$ cat config.mk
export PLATFORM = sky130hd
export DESIGN_NAME = doodle_jump_controller
export DESIGN_NICKNAME = d
export VERILOG_FILES = /design/src/rtl/doodle_jump_controller.sv
export SDC_FILE = /design/constraint.sdc
export NUM_CORES = 1
export LEC_CHECK = 0
export ABC_CLOCK_PERIOD_IN_PS = 3800
export BUFFER_PORTS_ARGS = -buffer_cell sky130_fd_sc_hd__buf_2
export CORE_AREA = 4 4 61 105
export DETAILED_ROUTE_END_ITERATION = 10
export DIE_AREA = 0 0 65 109
export PLACE_DENSITY = 0.74
export SYNTH_ARGS = -nofsm -noshare
export SYNTH_HDL_FRONTEND = slang
export SYNTH_SLANG_ARGS = --single-unit
$ cat constraint.sdc
create_clock -name clk -period 3.8 [get_ports clk]
set_input_delay 0.76 -clock clk [delete_from_list [all_inputs] [get_ports clk]]
set_output_delay 0.76 -clock clk [all_outputs]
set_load 0.005 [all_outputs]
$ cat src/rtl/doodle_jump_controller.sv
// Doodle Jump physics controller: vertical motion, bounces and jump counting,
// advanced once per video frame.
// Optional build macro FALL_DEATH_EN: a floor landing after the first bounce
// ends the game (DEAD, game_over=1) instead of bouncing.
module doodle_jump_controller #(
    parameter int unsigned JUMP_V     = 20,
    parameter int unsigned GRAVITY    = 1,
    parameter int unsigned MAX_FALL_V = 20,
    parameter int unsigned DOODLE_H   = 80,
    parameter int unsigned START_Y    = 400,
    parameter int unsigned FLOOR_Y    = 767
) (
    input  logic       clk,
    input  logic       rst,
    input  logic       frame_tick,
    input  logic       start,
    input  logic       doodle_collision,
    input  logic [9:0] ground_y,
    output logic [9:0] doodle_y,
    output logic       doodle_fall_direction,
    output logic [5:0] doodle_velocity,
    output logic [7:0] jump_count,
    output logic       game_over
);

    localparam int unsigned YW = 10;
    localparam int unsigned VW = 6;
    localparam int unsigned CW = 8;
    // Wide enough that sums and differences never wrap before clamping.
    localparam int unsigned AW = 12;

    localparam logic [AW-1:0] GROUND_TOP = AW'(FLOOR_Y - DOODLE_H);
    localparam logic [AW-1:0] GRAV_W     = AW'(GRAVITY);
    localparam logic [AW-1:0] MAXV_W     = AW'(MAX_FALL_V);
    localparam logic [AW-1:0] HEIGHT_W   = AW'(DOODLE_H);

    typedef enum logic [1:0] {
        IDLE = 2'd0,
        RISE = 2'd1,
        FALL = 2'd2,
        DEAD = 2'd3
    } state_t;

    state_t state;

    logic [AW-1:0] y_w;
    logic [AW-1:0] v_w;
    logic [AW-1:0] gnd_w;
    logic [AW-1:0] rise_y;
    logic [AW-1:0] fall_sum;
    logic [AW-1:0] fall_y;
    logic [AW-1:0] vel_sum;
    logic [AW-1:0] fall_v;
    logic [AW-1:0] bounce_y;

    // Saturating next-position / next-velocity candidates for each phase.
    always_comb begin
        y_w      = AW'(doodle_y);
        v_w      = AW'(doodle_velocity);
        gnd_w    = AW'(ground_y);
        rise_y   = (v_w > y_w) ? '0 : (y_w - v_w);
        fall_sum = y_w + v_w;
        fall_y   = (fall_sum > GROUND_TOP) ? GROUND_TOP : fall_sum;
        vel_sum  = v_w + GRAV_W;
        fall_v   = (vel_sum > MAXV_W) ? MAXV_W : vel_sum;
        bounce_y = (gnd_w < HEIGHT_W) ? '0 : (gnd_w - HEIGHT_W);
    end

    // State machine with registered physics outputs.
    always_ff @(posedge clk) begin
        if (rst) begin
            state                 <= IDLE;
            doodle_y              <= YW'(START_Y);
            doodle_velocity       <= '0;
            doodle_fall_direction <= 1'b0;
            jump_count            <= '0;
`ifdef FALL_DEATH_EN
            game_over             <= 1'b0;
`endif
        end else begin
            case (state)
                IDLE: begin
                    if (start) begin
                        state           <= RISE;
                        doodle_velocity <= VW'(JUMP_V);
                    end
                end
                RISE: begin
                    if (frame_tick) begin
                        doodle_y <= YW'(rise_y);
                        if (v_w <= GRAV_W) begin
                            doodle_velocity       <= '0;
                            state                 <= FALL;
                            doodle_fall_direction <= 1'b1;
                        end else begin
                            doodle_velocity <= VW'(v_w - GRAV_W);
                        end
                    end
                end
                FALL: begin
                    if (frame_tick) begin
                        if (doodle_collision) begin
`ifdef FALL_DEATH_EN
                            if ((gnd_w >= AW'(FLOOR_Y)) && (jump_count != '0)) begin
                                state                 <= DEAD;
                                game_over             <= 1'b1;
                                doodle_velocity       <= '0;
                                doodle_y              <= YW'(GROUND_TOP);
                                doodle_fall_direction <= 1'b0;
                            end else
`endif
                            begin
                                state                 <= RISE;
                                doodle_y              <= YW'(bounce_y);
                                doodle_velocity       <= VW'(JUMP_V);
                                doodle_fall_direction <= 1'b0;
                                if (jump_count != {CW{1'b1}}) begin
                                    jump_count <= jump_count + CW'(1);
                                end
                            end
                        end else begin
                            doodle_y        <= YW'(fall_y);
                            doodle_velocity <= VW'(fall_v);
                        end
                    end
                end
                DEAD: begin
                    if (start) begin
                        state                 <= RISE;
                        doodle_y              <= YW'(START_Y);
                        doodle_velocity       <= VW'(JUMP_V);
                        doodle_fall_direction <= 1'b0;
                        jump_count            <= '0;
`ifdef FALL_DEATH_EN
                        game_over             <= 1'b0;
`endif
                    end
                end
                default: state <= IDLE;
            endcase
        end
    end

`ifndef FALL_DEATH_EN
    // Without floor death the game never ends.
    assign game_over = 1'b0;
`endif

endmodule
# [After elaboration in Yosys (flattened, before gate mapping)]
# Index checks and enable logic that the tools add are counted.
[word_totals] register_bits=27
[classes] n_addsub=6 n_reduce_logical=9 eq_ne=11 order_cmp=5 muxes=32
[ops] cell="$mux 10" count=7
[ops] cell="$mux 6" count=6
[ops] cell="$mux 8" count=4
[ops] cell="$pmux 10 s3" count=1
[ops] cell="$pmux 6 s3" count=1
[ops] cell="$pmux 8 s2" count=1
[ops] cell="$ne 2x2->1 const B" count=6
[ops] cell="$add 10x6->11" count=1
[ops] cell="$gt 11x10->1 const B" count=1
[ops] cell="$gt 6x10->1" count=1
[ops] cell="$lt 10x7->1 const B" count=1
[ops] cell="$mux 2" count=5
[ops] cell="$reduce_and 5->1" count=2
[ops] cell="$sub 10x6->10" count=1
[ops] cell="$sub 10x7->10 const B" count=1
[ops] cell="$add 8x1->8 const B" count=1
[ops] cell="$ne 8x8->1 const B" count=1
[ops] cell="$add 6x1->7 const B" count=1
[ops] cell="$gt 7x5->1 const B" count=1
[ops] cell="$le 6x1->1 const B" count=1
[ops] cell="$pmux 2 s3" count=1
[ops] cell="$reduce_and 6->1" count=1
[ops] cell="$sub 6x1->6 const B" count=1
[ops] cell="$mux 1" count=5
[ops] cell="other kinds (10)" count=11

# [Depth between registers and ports, before layout]
[logic_depth] depth_word=6 mapped_depth=12 ltp_nobuf=11

# [Least setup slack after synthesis]
# Ideal clock, no wire load.
[synth_path] path_type="reg-to-reg" from="register doodle_velocity[2]" to="register doodle_y[3]" path_stages_with_launch=12 synth_period_minus_slack_ns=2.772 slack_ns=1.028 required_time_ns=3.660 t_arrival_ns=2.632 cell_sequence="dfxtp_1 clkbuf_1 inv_1 ha_1 buf_2 nor3b_2 o311ai_1 and3_1 nor4_2 a311oi_4 a2111oi_1 a2111oi_2"
[synth_via] elab_chain_len=6
[synth_rtl] item="start: declaration" line_no="21" rtl="output logic [5:0] doodle_velocity,"
[synth_rtl] item="start signal: assignment" line_no="85" rtl="doodle_velocity <= VW'(JUMP_V);"
[synth_rtl] item="start signal: assignment" line_no="96" rtl="doodle_velocity <= VW'(v_w - GRAV_W);"
[synth_rtl] item="start signal: assignment" line_no="115" rtl="doodle_velocity <= VW'(JUMP_V);"
[synth_rtl] item="$add 10x6->11" line_no="62" rtl="fall_sum = y_w + v_w;"
[synth_rtl] item="$gt 11x10->1" line_no="63" rtl="fall_y = (fall_sum > GROUND_TOP) ? GROUND_TOP : fall_sum;"
[synth_rtl] item="$mux 10" line_no="63"
[synth_rtl] item="$mux 10" line_no="102" rtl="if (doodle_collision) begin"
[synth_rtl] item="$mux 10" line_no="101" rtl="if (frame_tick) begin"
[synth_rtl] item="$pmux 10 s3 (*)" line_no="81" rtl="case (state)"
[synth_rtl] item="end signal: assignment" line_no="73" rtl="doodle_y <= YW'(START_Y);"
[synth_rtl] item="end signal: assignment" line_no="90" rtl="doodle_y <= YW'(rise_y);"
[synth_rtl] item="end signal: assignment" line_no="114" rtl="doodle_y <= YW'(bounce_y);"
[synth_rtl] item="end: declaration" line_no="19" rtl="output logic [9:0] doodle_y,"
# Every way passes the cells marked *; elsewhere a longest branch is shown, timed or not. The select of a mux whose other input is x is not followed.
# A chain may end at the register's enable or synchronous reset.

# [Worst setup path in the final report]
[layout_path] from="register doodle_velocity[1]" to="register doodle_y[3]"
# Same word-level chain as after synthesis.

==> key figures <==
Floorplan
  – I/O pin count: 41
  – Chip height: 109 um
  – Die area: approximately 7100 um2
  – Row cnt: 36
  – Initial Util: 48.6%
  – Die width: 65 um
  – Core area: 5540 um2

STA
  – Final worst-path cycle share: 81.6%
  – Slew Limit Fails: 0
  – RSZ-0062 raised after global routing: false
  – FMAX: 323 MHz
  – Final TNS setup: 0 ps
  – Worst Tran Pin Value: 672 ps
  – Hold Vio Cnt, Final: 0
  – Max-slew headroom: roughly 55%
  – Final Skew: 11.1 ps
  – Min cycle time layout: between 3000 and 4000 ps
  – Fin Hold WS: 501 ps
  – Final setup viols: 0

Layout
  – # diodes: 0
  – Layout cells sized above 1: 16.2%
  – Commonest non-fill, non-tap cells in the layout: buf_2 (39), nor2_1 (37), dfxtp_1 (27)
  – Commonest non-fill, non-tap cell in the layout: buf_2
  – Final nets: 411
  – Area grow syn2layout: 9.25%

Placed design
  – PortBufs: 39
  – Gpl congestion: 0.979
  – DPL Wire Length: 6120 um

Drt
  – Overall routed net length: 7730 um
  – Drt pass-1 iters: 4
  – WL per Instance: 17.3 um
  – Drt drc: 0
  – DR vias/cell: 6.08
  – Antenna Nets Post-Route: 0
  – Initial drt markers: 171
  – Via count: 2,718

Setup path
  – WP data arrival: 3290 ps
  – Critical Path Start Type: register
  – Crit path required time: 3990 ps
  – Setup CP Type: register to register
  – Setup crit end kind: register
  – Crit-path max FO: 8

Yosys
  – Post-Syn Area: 2690 um2
  – Async SR Flop Fraction: 0%
  – Post-synthesis register bit count: 27
  – Synth Instances: 348
  – Yosys top cell by area: dfxtp_1
  – Post-synth top area share: 20.1%
  – Yosys synthesis warning count: 0
  – Syn nets: approximately 390
  – Mapped Avg Cell Area: approximately 7.7 um2
  – Post-synthesis sequential area ratio: 20.1%
  – Predominant post-synthesis flop cell: dfxtp_1
  – Post-synth EDFFs: 0
  – Top cells by area, synth: dfxtp_1 (20%), ha_1 (10%), nor2_1 (5.2%)
  – Netlist cell types: 70

CTS
  – CTS max path bufs: 2
  – Sink Count: 27
  – Root Buffer: clkbuf_8
  – Hold buffers post-CTS: 0
  – Clock buffer count from CTS: 3
  – # H-tree levels: 1
  – Setup Buffers After CTS: 0
  – Resize count post-CTS: 0
  – Clock transition at the registers of the reported paths: 120 ps
  – TritonCTS clock tree: built
  – Worst-Skew Late Latency: 290 ps

Global routing
  – GRT overflow: 0
  – Initial antenna violation count: 0
  – Total Routing Usage GR: 22.5%
  – Vias in the first global route: roughly 2,600
  – First-pass GRT wire length: 12,300 um
  – Largest net degree at the start of global routing: 25

Power and ir drop
  – Leakage: 0.00117 uW
  – Power share of the combinational group: between 60% and 70%
  – VDD IR max: 0.000414 V
  – Net Sw Power: around 1100 uW
  – PD cells: 714 nW/um2
  – Int Pwr: 974 uW
  – Clock network fraction of design power: around 9%
  – Sw frac: 53.7%
  – Sequential cell fraction of total power: a little under a quarter

Outcome
  – Status: finished clean

Hold path
  – Hold WC Path Type: register to register

Run
  – Max Cap Viol: 0
[synthesized netlist by cell type (all sizes together), types with 5 or more instances]
master	count
nor2	39
dfxtp	27
o21ai	24
ha	22
a21oi	21
nand2	21
inv	16
nor3	14
clkbuf	13
a211oi	12
nand3	12
nor2b	12
buf	8
nand2b	8
xor2	8
a2111oi	6
xnor2	6
a21boi	5
o21a	5
o31ai	5
[worst paths after layout]
check	cells past startpoint	startpoint	to	slack (ps)
min reg2reg	2	doodle_fall_direction$_SDFFE_PP0P_	doodle_fall_direction$_SDFFE_PP0P_	500
max reg2reg	9	doodle_velocity[1]$_SDFFE_PP0P_	doodle_y[3]$_SDFFE_PP0P_	700
max	9	doodle_velocity[1]$_SDFFE_PP0P_	doodle_y[3]$_SDFFE_PP0P_	700
min	2	doodle_fall_direction$_SDFFE_PP0P_	doodle_fall_direction$_SDFFE_PP0P_	500
[area by class of cell]
cell class / count / area (um2)
Clock inverter: 1 / 8.76
Clock buffer: 3 / 41.3
Tap cell: 76 / 95.1
Timing Repair Buffer: 40 / 203
Multi-Input combinational cell: 284 / 1990
Inverter: 16 / 60.1
Sequential cell: 27 / 541
Fill cell: 556 / 2600
[power by group through the flow]
| stage | Sequential [uW] | Combinational (uW) | Clock, uW |
|---|---|---|---|
| global placement | 497 | 1380 | 0 |
| detailed placement | 500 | 1390 | 0 |
| global route | 509 | 1560 | 200 |
| floorplan | 434 | 1100 | 0 |
| finish | 494 | 1420 | 189 |
| CTS | 492 | 1400 | 192 |
[state kept, by name, summed over array words and instances, names as in the netlist]
register and cells:
state 2, jump_count 8, doodle_velocity 6, doodle_y 10, doodle_fall_direction 1
[critical path, stage by stage (launching register included)]
cell,delay [ps]
dfxtp_1,520
inv_1,220
ha_1,340
nor2b_1,300
o311ai_4,180
a211o_1,350
xor2_1,210
a311oi_4,380
a2111oi_1,120
a2111oi_2,380
[layer usage]
layer / part of all wire [%] / vias up / GRT usage, %
met4: 5.4 / 0 / 13.8
met2: 55 / 77 / 43.2
met3: 2.9 / 29 / 1.96
li1: - / 1324 / -
met1: 37 / 1288 / 22.5
met5: 0 / - / 0
[kinds of logic (layout without fill, tap and decap cells)]
group	after synthesis	after routing	synth area share (%)
and+or+nand+nor	131	131	25.6
AOI/OAI and AO/OA	111	111	30.9
buffers and inverters	37	60	5.90
DFF	27	27	20.1
adders and majority gates	24	24	11.7
xor gates and xnor gates	14	14	4.55
muxes	3	3	1.16
other	1	1	0.139
[per-stage QoR]
step | instance area (um2) | power [uW] | util (%) | worst slack, ps | instances
6_report | 2940 | 2100 | 53.1 | 701 | 447
5_1_grt | 2940 | 2270 | 53.1 | 382 | 447
4_1_cts | 2940 | 2080 | 53.1 | 724 | 447
3_5_place_dp | 2890 | 1890 | 52.2 | 746 | 443
3_3_place_gp | 2890 | 1870 | 52.2 | 733 | 443
2_1_floorplan | 2690 | 1530 | - | 1030 | 348
(Power assumes the default switching activity.)
